===== src/rtl/rc_tick_if.sv =====
// Ripple-carry tick interface: tick/config inputs from the upstream side and
// the consumer's count/status outputs.
interface rc_tick_if #(
   parameter int WIDTH = 32
);
   logic             Rc_in;
   logic             Load;
   logic [WIDTH-1:0] PData;
   logic             start;
   logic             stop;
   logic             mode;
   logic             ack;
   logic [WIDTH-1:0] cnt;
   logic             busy;
   logic             irq;
   logic             overrun;

   modport master (
      output Rc_in, Load, PData, start, stop, mode, ack,
      input  cnt, busy, irq, overrun
   );

   modport slave (
      input  Rc_in, Load, PData, start, stop, mode, ack,
      output cnt, busy, irq, overrun
   );
endinterface


===== src/rtl/rc_tick_timer.sv =====
// Consumer end of the Rc interface: counts carry ticks down from a reload
// value and raises a sticky irq (plus overrun) on each expiry.
//
// state | meaning
// IDLE  | not counting; Load also presets cnt, start arms the timer
// RUN   | each Rc_in tick decrements cnt; cnt == 1 with a tick is expiry
module rc_tick_timer #(
   parameter int WIDTH = 32
) (
   input  logic      clk,
   input  logic      rst_n,
   rc_tick_if.slave  bus
);
   typedef enum logic {IDLE = 1'b0, RUN = 1'b1} state_t;

   localparam logic [WIDTH-1:0] ONE  = {{(WIDTH-1){1'b0}}, 1'b1};
   localparam logic [WIDTH-1:0] ZERO = '0;

   state_t           state_q, state_d;
   logic [WIDTH-1:0] cnt_q, cnt_d;
   logic [WIDTH-1:0] reload_q, reload_d;
   logic             irq_q, irq_d;
   logic             ovr_q, ovr_d;
   logic [WIDTH-1:0] eff_reload;

   always_ff @(posedge clk or negedge rst_n) begin
      if (!rst_n) begin
         state_q  <= IDLE;
         cnt_q    <= '0;
         reload_q <= '0;
         irq_q    <= 1'b0;
         ovr_q    <= 1'b0;
      end else begin
         state_q  <= state_d;
         cnt_q    <= cnt_d;
         reload_q <= reload_d;
         irq_q    <= irq_d;
         ovr_q    <= ovr_d;
      end
   end

   // A same-cycle Load feeds start directly so software can load-and-go.
   assign eff_reload = bus.Load ? bus.PData : reload_q;

   always_comb begin
      state_d  = state_q;
      cnt_d    = cnt_q;
      reload_d = bus.Load ? bus.PData : reload_q;
      irq_d    = bus.ack ? 1'b0 : irq_q;
      ovr_d    = bus.ack ? 1'b0 : ovr_q;

      unique case (state_q)
         IDLE: begin
            if (bus.Load)
               cnt_d = bus.PData;
            if (!bus.stop && bus.start && (eff_reload != ZERO)) begin
               cnt_d   = eff_reload;
               state_d = RUN;
            end
         end
         RUN: begin
            if (bus.stop) begin
               state_d = IDLE;
            end else if (bus.Rc_in) begin
               if (cnt_q != ONE) begin
                  cnt_d = cnt_q - ONE;
               end else begin
                  // Expiry: set beats a concurrent ack; overrun only if unacked.
                  irq_d = 1'b1;
                  if (irq_q && !bus.ack)
                     ovr_d = 1'b1;
                  if (bus.mode) begin
                     cnt_d = reload_q;
                     if (reload_q == ZERO)
                        state_d = IDLE;
                  end else begin
                     cnt_d   = ZERO;
                     state_d = IDLE;
                  end
               end
            end
         end
         default: state_d = IDLE;
      endcase
   end

   assign bus.cnt     = cnt_q;
   assign bus.busy    = (state_q == RUN);
   assign bus.irq     = irq_q;
   assign bus.overrun = ovr_q;
endmodule


===== src/flat_wrapper.sv =====
// flat-port wrapper written by rule: the top's interface ports become plain ports
module rc_tick_timer_flat 
#(
   parameter int WIDTH = 32
)
  (clk, rst_n, bus_Rc_in, bus_Load, bus_PData, bus_start, bus_stop, bus_mode, bus_ack, bus_cnt, bus_busy, bus_irq, bus_overrun);
  rc_tick_if #(.WIDTH(WIDTH)) bus_i ();
  input  logic clk;
  input  logic rst_n;
  input wire logic [$bits(bus_i.Rc_in)-1:0] bus_Rc_in;
  input wire logic [$bits(bus_i.Load)-1:0] bus_Load;
  input wire logic [$bits(bus_i.PData)-1:0] bus_PData;
  input wire logic [$bits(bus_i.start)-1:0] bus_start;
  input wire logic [$bits(bus_i.stop)-1:0] bus_stop;
  input wire logic [$bits(bus_i.mode)-1:0] bus_mode;
  input wire logic [$bits(bus_i.ack)-1:0] bus_ack;
  output wire logic [$bits(bus_i.cnt)-1:0] bus_cnt;
  output wire logic [$bits(bus_i.busy)-1:0] bus_busy;
  output wire logic [$bits(bus_i.irq)-1:0] bus_irq;
  output wire logic [$bits(bus_i.overrun)-1:0] bus_overrun;
  assign bus_i.Rc_in = bus_Rc_in;
  assign bus_i.Load = bus_Load;
  assign bus_i.PData = bus_PData;
  assign bus_i.start = bus_start;
  assign bus_i.stop = bus_stop;
  assign bus_i.mode = bus_mode;
  assign bus_i.ack = bus_ack;
  assign bus_cnt = bus_i.cnt;
  assign bus_busy = bus_i.busy;
  assign bus_irq = bus_i.irq;
  assign bus_overrun = bus_i.overrun;
  rc_tick_timer #(.WIDTH(WIDTH)) u_core (.clk(clk), .rst_n(rst_n), .bus(bus_i));
endmodule

===== config.mk =====
export PLATFORM = sky130hd
export DESIGN_NAME = rc_tick_timer_flat
export DESIGN_NICKNAME = d
export VERILOG_FILES = /design/src/rtl/rc_tick_if.sv /design/src/rtl/rc_tick_timer.sv /design/src/flat_wrapper.sv
export SDC_FILE = /design/constraint.sdc
export NUM_CORES = 1
export LEC_CHECK = 0
export ABC_AREA = 1
export BUFFER_PORTS_ARGS = -buffer_cell sky130_fd_sc_hd__buf_4
export CAP_MARGIN = 20
export CORE_ASPECT_RATIO = 1.5
export CORE_MARGIN = 4
export CORE_UTILIZATION = 48
export CTS_CLUSTER_SIZE = 14
export DETAILED_ROUTE_END_ITERATION = 12
export PLACE_DENSITY = 0.69
export SYNTH_ARGS = -nofsm -noshare
export SYNTH_HDL_FRONTEND = slang
export SYNTH_SLANG_ARGS = --single-unit

===== constraint.sdc =====
create_clock -name clk -period 2.11 [get_ports clk]
set_input_delay 0.633 -clock clk [delete_from_list [all_inputs] [get_ports clk]]
set_output_delay 0.633 -clock clk [all_outputs]
set_load 0.1 [all_outputs]

==> results.sh, run 1 <==
export IMPL_outcome="finished clean"
export IMPL_ys_types=28
export IMPL_cap_violations=0
export IMPL_p_comb_share_pct=49.2
export IMPL_reg2reg_to="u_core.bus.cnt[18]"
export IMPL_use_met1_pct=40.4
export IMPL_syn_nets=982
export IMPL_drt_initial_drc_count=481
export IMPL_cts_tree="done"
export IMPL_seq_area_frac_synth_pct=31.0
export IMPL_place_inst=1201
export IMPL_syn_area_per_cell_um2=5.75
export IMPL_finalCritPeriodShare_pct=95.3
export IMPL_yosysTopAreaCell="dfrtp_1"
export IMPL_die_area_um2=13100
export IMPL_grtUsageTotal_pct=28.4
export IMPL_crit_path_start_kind="input pin"
export IMPL_vias_per_cell=5.10
export IMPL_min_period_ps=2010
export IMPL_cts_sinks=67
export IMPL_coreArea_um2=11100
export IMPL_wl_per_cell_um=14.9
export IMPL_n_antenna_cell=0
export IMPL_rows=47
export IMPL_syn_cell_area_um2=5410
export IMPL_met2_usage_pct=41.9
export IMPL_grt_overflow_total=0
export IMPL_drive_gt1_share_pct=21.4
export IMPL_r2r_slack_ps=180
export IMPL_critPathMaxFanout=11
export IMPL_root_buffer="clkbuf_16"
export IMPL_power_total_mw=6.83
export IMPL_ant_nets=0
export IMPL_synth_compound_area_share_pct=4.97
export IMPL_ys_ff_latch=67
export IMPL_synth_xor_area_share_pct=1.46
export IMPL_final_max_slew_viol_count=0
export IMPL_synth_area_leaders="dfrtp_1 31%, nand2_1 25%, nand3_1 11%"
export IMPL_maxClockFrequency_mhz=497
export IMPL_synth_fa_ha_area_share_pct=0.463
export IMPL_die_y_um=138
export IMPL_area_growth_pct=31.1
export IMPL_power_frac_clock_pct=23.1
export IMPL_endpoint_kind="register"
export IMPL_die_w_um=94.7
export IMPL_grt_pass1_wl_um=29000
export IMPL_utilization_pct=64.1
export IMPL_net_switching_power_mw=3.36
export IMPL_placed_cell_area_um2=6630
export IMPL_post_cts_buffers=0
export IMPL_r2r_cells=13
export IMPL_swShare_pct=49.1
export IMPL_final_area_um2=7090
export IMPL_crit_type="input pin to register"
export IMPL_clkTransAtPathRegs_ps=60
export IMPL_antenna_found_initial=0
export IMPL_seq_power_share_pct=27.7
export IMPL_routed_wl_um=18100
export IMPL_dp_hpwl_um=14100
export IMPL_io_pins=75
export IMPL_cts_max_level=3
export IMPL_p_int_mw=3.48
export IMPL_p_leak_nw=3.97
export IMPL_critPathCapture="u_core.bus.cnt[29]"
export IMPL_synth_top_family_by_area="simple AND/OR/NAND/NOR gates"
export IMPL_yosys_area_share_simple_pct=48.0
export IMPL_fin_tns_setup_ps=0
export IMPL_busiest_layer="met2"
export IMPL_io_buffers=74
export IMPL_gp_congestion=0.946
export IMPL_use_met3_pct=5.05
export IMPL_clk_latency_ps=340
export IMPL_cts_max_path_buffers=2
export IMPL_max_slew_margin_rel_pct=70.5
export IMPL_initial_core_util_pct=48.9
export IMPL_fin_cells=1219
export IMPL_powerDensity_nw_per_um2=964
export IMPL_netlist_instances=940
export IMPL_cts_buffers=9
export IMPL_final_nets=1109
export IMPL_synth_mux_area_share_pct=0
export IMPL_ys_warn_count=0
export IMPL_drc=0
export IMPL_hold_viol_final=0
export IMPL_worstReg2RegStart="u_core.bus.cnt[21]"
export IMPL_skew_ps=7.00
export IMPL_dr_total_vias=6216
export IMPL_ir_worst_vdd_uv=506
export IMPL_setup_viol=0
export IMPL_startpoint="bus_Load"
export IMPL_synth_top_area_share_pct=31.0
export IMPL_worstPathRequired_ps=2390
export IMPL_tightestPinTransition_ps=443
export IMPL_grt_max_degree=32
export IMPL_grt_pass1_vias=5732
export IMPL_dr_pass1_iters=5
export IMPL_hold_class="input pin to asynchronous set/reset pin"
export IMPL_arrival_ps=2290
## synth_stat cells, drive strengths merged
cell	count
nand2	366
inv	149
nand3	115
nor2	110
dfrtp	67
a21oi	27
o21ai	24
buf	21
nand4	18
clkbuf	14
xor2	9
nor4	8
nor3	5
clkinv	2
ha	2
nand3b	1
o21bai	1
o22ai	1
## through the flow
stage               hold WS (ps)  setup slack [ps]
floorplan                    337             -15.4
global placement             515              -223
detailed placement           521              -246
CTS                          255              64.9
global route                 260            -0.922
finish                       237              99.8
## timing repair
item / in CTS / in global routing
endpoints found under the setup margin: 0 / 32
hold buffers: 0 / 0
resized for setup: 0 / 33
## critical path, cell delays in order
cell and delay [ps]:
buf_4 170, clkbuf_16 180, o21ai_1 170, nand2_1 80, nor2_1 90, nand2_1 80
nor2_2 180, nand2_4 110, nand2_4 100, clkbuf_4 200, nand2_1 60, nand3_1 110
nand2_1 70, nand2_1 50
## power by group through the flow
stage | clock [mW] | sequential (mW) | combinational (mW)
floorplan | 0 | 3.03 | 1.17
global placement | 0 | 1.89 | 3.29
detailed placement | 0 | 1.89 | 3.30
CTS | 1.60 | 1.87 | 3.31
global route | 1.67 | 1.93 | 3.63
finish | 1.58 | 1.89 | 3.36
## cells by family after synthesis
| logic type | after synthesis |
|---|---|
| flip-flops | 67 |
| AO/OA/AOI/OAI | 53 |
| XOR/XNOR | 9 |
| AND/OR/NAND/NOR | 623 |
| buffers and inverters | 186 |
| adder cells (fa/ha/maj) | 2 |
## worst min-delay path by stage
stage / slack, ps / from / end / cells past startpoint
final: 240 / rst_n / u_core.reload_q[4] / 1
after global placement: 510 / u_core.bus.overrun / u_core.bus.overrun / 2
after detailed placement: 520 / u_core.bus.overrun / u_core.bus.overrun / 2
after global routing: 260 / rst_n / u_core.reload_q[4] / 1
after CTS: 260 / rst_n / u_core.reload_q[12] / 1
after floorplan: 340 / rst_n / u_core.bus.busy / 0
## registers in the layout (all words and copies together) (netlist names)
name                flops
u_core.bus.cnt         32
u_core.reload_q        32
u_core.bus.busy         1
u_core.bus.irq          1
u_core.bus.overrun      1
## routing by layer
layer / part of all wire [%] / wire, um
met2: 46 / 8330
met5: 0 / 0
met4: 4.3 / 784
met1: 43 / 7830
met3: 6.5 / 1190
## final cells by class
cell class	count	area, um^2
clock buffers	12	267
clock inverters	4	47.5
fillers	1134	3970
flip-flops and latches	67	1710
inverters	151	568
multi-input cells	687	3050
well taps	147	184
repair buffers	151	1260
## layout by cell type, fill, tap and decap left out, types with 4 or more instances in the layout
cell type / n
nand2_1: 360
inv_1: 146
buf_4: 135
nand3_1: 113
nor2_1: 95
dfrtp_1: 38
dfrtp_2: 29
a21oi_1: 26
nand4_1: 18
o21ai_0: 13
nor2_2: 12
clkbuf_16: 10
xor2_1: 9
nor4_1: 8
o21ai_1: 7
buf_6: 7
buf_12: 6
nor3_1: 5
o21ai_2: 4
Note: power is estimated with default switching activity, not from simulation.
==> run 2, diff against run 1 <==
BUFFER_PORTS_ARGS = -buffer_cell sky130_fd_sc_hd__buf_2   (was -buffer_cell sky130_fd_sc_hd__buf_4)
==> results.sh, run 2 (same netlist as run 1, synthesis figures left out) <==
export IMPL_outcome="finished clean"
export IMPL_rsz0062_at_grt="true"
export IMPL_dr_total_vias=6265
export IMPL_final_area_um2=7060
export IMPL_maxClockFrequency_mhz=504
export IMPL_setup_slack_ps=125
export IMPL_cap_violations=0
export IMPL_cts_max_level=3
export IMPL_clkTransAtPathRegs_ps=60
export IMPL_max_slew_margin_rel_pct=67.3
export IMPL_busiest_layer="met2"
export IMPL_root_buffer="clkbuf_16"
export IMPL_io_pins=75
export IMPL_arrival_ps=2200
export IMPL_cts_buffers=9
export IMPL_grt_overflow_total=0
export IMPL_die_area_um2=13100
export IMPL_grt_pass1_wl_um=29100
export IMPL_final_max_slew_viol_count=0
export IMPL_skew_ps=6.55
export IMPL_area_growth_pct=30.6
export IMPL_grt_pass1_vias=5745
export IMPL_placed_cell_area_um2=6570
export IMPL_place_ws_ps=-284
export IMPL_met2_usage_pct=43.0
export IMPL_place_inst=1210
export IMPL_utilization_pct=63.9
export IMPL_drt_initial_drc_count=516
export IMPL_crit_type="input pin to register"
export IMPL_cts_tree="done"
export IMPL_layout_cells_most_common="nand2_1"
export IMPL_worstPathRequired_ps=2330
export IMPL_die_w_um=94.7
export IMPL_multiInputGateArea_um2=3040
export IMPL_cts_sinks=67
export IMPL_endpoint_kind="register"
export IMPL_final_cell_mix="357 x nand2_1, 146 x inv_1, 114 x nand3_1"
export IMPL_ir_worst_vdd_uv=483
export IMPL_finalCritPeriodShare_pct=94.1
export IMPL_hold_buffers=0
export IMPL_use_met1_pct=40.8
export IMPL_fillCellCount=1083
export IMPL_gp_congestion=0.954
export IMPL_seqCellArea_um2=1710
export IMPL_p_leak_nw=3.98
export IMPL_die_y_um=138
export IMPL_dr_pass1_iters=5
export IMPL_fin_cells=1230
export IMPL_io_buffers=74
export IMPL_dp_hpwl_um=14000
export IMPL_use_met3_pct=3.64
export IMPL_grt_max_degree=56
export IMPL_initial_core_util_pct=48.9
export IMPL_rows=47
export IMPL_powerDensity_nw_per_um2=956
export IMPL_wl_per_cell_um=15.1
export IMPL_hold_class="input pin to asynchronous set/reset pin"
export IMPL_grtUsageTotal_pct=28.2
export IMPL_vias_per_cell=5.09
export IMPL_cts_max_path_buffers=2
export IMPL_coreArea_um2=11100
export IMPL_setup_viol=0
export IMPL_routed_wl_um=18600
export IMPL_antenna_found_initial=0
export IMPL_n_antenna_cell=0
export IMPL_clk_latency_ps=330
export IMPL_final_nets=1120
export IMPL_crit_path_start_kind="input pin"
export IMPL_hold_viol_final=0
export IMPL_tightestPinTransition_ps=493
export IMPL_critPathMaxFanout=26
export IMPL_drc=0
export IMPL_drive_gt1_share_pct=21.8
export IMPL_min_period_ps=1990
export IMPL_ant_nets=0
[run 2: what timing repair did]
| action | CTS | global route |
|---|---|---|
| buffers inserted | 0 | 0 |
| setup endpoints to repair | 0 | 32 |
| resized for setup | 0 | 33 |
[run 2: metrics by stage]
step,setup TNS (ps),total power [mW],hold slack (ps)
after floorplan,-15.4,4.19,337
after global placement,-7270,5.12,513
after detailed placement,-7050,5.13,510
after CTS,0,6.68,209
after global routing,-37.8,7.13,220
final,0,6.76,202
[run 2: worst max-delay path: stages]
cell,delay (ps)
buf_6,120
clkbuf_16,180
o21ai_1,170
nand2_1,100
nor2_1,100
nand2_1,60
nor2_1,130
nand2_2,150
nand3_4,120
buf_12,180
a21oi_1,80
nand2_1,100
nand2_1,60
[run 2: per-layer routing]
layer,vias up,wire length [um],part of all wire (%)
li1,3179,-,-
met1,2812,8170,44
met2,236,8730,47
met3,38,1060,5.7
met4,0,648,3.5
met5,-,0,0
[run 2: layout make-up]
class	count	area share, %
flip-flops and latches	67	24.2
repair buffers	162	17.8
clock inverters	2	0.496
well taps	147	2.60
clock buffers	14	3.74
multi-input cells	687	43.0
inverters	151	8.13
[run 2: path summary, 6_finish.rpt]
check | depth (start not counted) | slack, ps | end | startpoint
setup / recovery | 13 | 120 | u_core.bus.cnt[8] | bus_Load
hold / removal | 1 | 200 | u_core.reload_q[2] | rst_n
setup reg to reg | 14 | 130 | u_core.bus.cnt[24] | u_core.bus.cnt[0]
hold reg to reg | 2 | 520 | u_core.bus.overrun | u_core.bus.overrun
max in group asynchronous | 2 | 1250 | u_core.bus.cnt[20] | rst_n
min in group clk | 2 | 460 | u_core.bus.overrun | bus_ack
[run 2: power breakdown]
part	internal, mW	switching (mW)
sequential	1.54	0.312
clock	0.979	0.557
combinational	0.875	2.50
total	3.39	3.36
==> run 3, diff against run 2 <==
CELL_PAD_IN_SITES_DETAIL_PLACEMENT = 0   (was not set)
CELL_PAD_IN_SITES_GLOBAL_PLACEMENT = 1   (was not set)
CORE_UTILIZATION = 40   (was 48)
CTS_CLUSTER_SIZE = 25   (was 14)
PLACE_DENSITY = 0.81   (was 0.69)
SETUP_SLACK_MARGIN = 0.5   (was not set)
==> results.sh, run 3 (same netlist as run 1, synthesis figures left out) <==
export IMPL_arrival_ps=2310
export IMPL_crit_path_start_kind="input pin"
export IMPL_use_met3_pct=2.50
export IMPL_maxClockFrequency_mhz=480
export IMPL_seq_power_share_pct=25.8
export IMPL_clkTransAtPathRegs_ps=60
export IMPL_dp_hpwl_um=14800
export IMPL_root_buffer="clkbuf_16"
export IMPL_powerDensity_nw_per_um2=927
export IMPL_rows=51
export IMPL_use_met1_pct=37.7
export IMPL_cap_violations=0
export IMPL_io_buffers=74
export IMPL_drc=0
export IMPL_ir_worst_vdd_uv=458
export IMPL_routed_wl_um=20400
export IMPL_cts_tree="done"
export IMPL_wl_per_cell_um=16.0
export IMPL_layout_cells_most_common="nand2_1"
export IMPL_ant_nets=0
export IMPL_die_area_um2=15500
export IMPL_initial_core_util_pct=41.1
export IMPL_die_y_um=150
export IMPL_worstPathRequired_ps=2340
export IMPL_grt_overflow_total=0
export IMPL_hold_class="input pin to asynchronous set/reset pin"
export IMPL_fin_hold_ws_ps=305
export IMPL_final_max_slew_viol_count=0
export IMPL_dr_pass1_iters=5
export IMPL_crit_type="input pin to register"
export IMPL_endpoint_kind="register"
export IMPL_utilization_pct=64.2
export IMPL_grt_pass1_vias=6313
export IMPL_grt_max_degree=68
export IMPL_coreArea_um2=13100
export IMPL_hold_viol_final=0
export IMPL_dr_total_vias=6417
export IMPL_power_frac_clock_pct=19.1
export IMPL_hold_buffers=0
export IMPL_fin_tns_setup_ps=0
export IMPL_gp_congestion=0.935
export IMPL_grt_pass1_wl_um=32700
export IMPL_busiest_layer="met2"
export IMPL_met2_usage_pct=43.8
export IMPL_tightestPinTransition_ps=505
export IMPL_drt_initial_drc_count=327
export IMPL_min_period_ps=2080
export IMPL_setup_viol=0
export IMPL_outcome="finished clean"
export IMPL_vias_per_cell=5.02
export IMPL_io_pins=75
export IMPL_die_w_um=103
export IMPL_p_leak_nw=4.48
export IMPL_fillCellCount=1211
export IMPL_finalCritPeriodShare_pct=98.7
export IMPL_n_antenna_cell=0
export IMPL_clk_latency_ps=330
export IMPL_antenna_found_initial=0
export IMPL_net_switching_power_mw=3.66
export IMPL_rsz0062_at_grt="true"
export IMPL_cts_buffers=9
export IMPL_swShare_pct=46.8
export IMPL_final_nets=1157
export IMPL_p_comb_share_pct=55.0
export IMPL_cts_max_path_buffers=2
export IMPL_final_cell_mix="331 x nand2_1, 140 x inv_1, 87 x nand3_1"
export IMPL_drive_gt1_share_pct=31.8
export IMPL_skew_ps=7.87
export IMPL_grtUsageTotal_pct=27.6
export IMPL_cts_max_level=3
export IMPL_p_int_mw=4.16
export IMPL_critPathMaxFanout=21
export IMPL_area_growth_pct=56.0
export IMPL_max_slew_margin_rel_pct=66.4
export IMPL_cts_sinks=67
run 3: changes by cell type in the layout (fill, tap and decap cells not counted), sizes merged:
cell,before,now
clkbuf,18,14
inv,150,149
clkinv,2,4
buf,158,198
run 3: metal layers:
layer | wire (um) | vias up
li1 | - | 3256
met1 | 8790 | 2935
met2 | 9910 | 177
met3 | 844 | 49
met4 | 876 | 0
met5 | 0 | -
run 3: final timing paths:
path | start | endpoint | slack (ps) | cells past startpoint
hold / removal | rst_n | u_core.reload_q[3] | 310 | 2
hold reg to reg | u_core.bus.overrun | u_core.bus.overrun | 550 | 2
min in group clk | bus_ack | u_core.bus.overrun | 470 | 2
setup reg to reg | u_core.bus.cnt[14] | u_core.bus.cnt[26] | 90 | 13
max in group asynchronous | rst_n | u_core.bus.cnt[20] | 1450 | 2
setup / recovery | bus_Load | u_core.bus.cnt[3] | 30 | 17
run 3: worst max-delay path: stages:
cell	delay, ps
buf_8	110
buf_12	140
clkinv_8	60
buf_8	120
nand2_2	50
nand2_2	70
nand2_2	50
nor2_2	130
nand2_2	100
nor2_2	120
nand2_2	80
buf_4	150
buf_12	150
nand3_1	90
nand3_2	100
nand2_1	100
nand2_1	50
run 3: area by class of cell:
cell class,instances,area [um^2],area share [%]
multi-input combinational,687,3420,40.5
timing repair buffer,198,2160,25.6
sequential,67,1770,21.0
inverter,151,589,6.98
clock buffer,14,254,3.01
tap,159,199,2.36
clock inverter,2,35.0,0.415
timing repair inverter,1,8.76,0.104
run 3: repair_timing:
| action | in CTS | in global routing |
|---|---|---|
| gates resized for setup | 202 | 69 |
| setup endpoints to repair | 70 | 72 |
| cloned | 4 | 0 |
| hold endpoints to repair | 0 | 0 |
| buffers inserted | 27 | 5 |
| pin swaps | 37 | 24 |
run 3: stage by stage:
stage / power, mW / instances / setup WS [ps] / cell area, um^2
final: 7.82 / 1279 / 28.1 / 8440
after global routing: 8.25 / 1279 / -98.4 / 8440
after CTS: 7.68 / 1274 / 75.3 / 8160
after detailed placement: 5.34 / 1227 / -382 / 6840
after global placement: 5.33 / 1227 / -354 / 6840
after floorplan: 4.40 / 940 / 96.7 / 5730
run 3: power groups by stage:
stage	Combinational, mW	Clock [mW]	Sequential, mW
6_report	4.31	1.50	2.02
4_1_cts	4.16	1.52	2.01
3_3_place_gp	3.38	0	1.95
2_1_floorplan	1.26	0	3.15
5_1_grt	4.60	1.59	2.06
3_5_place_dp	3.39	0	1.95
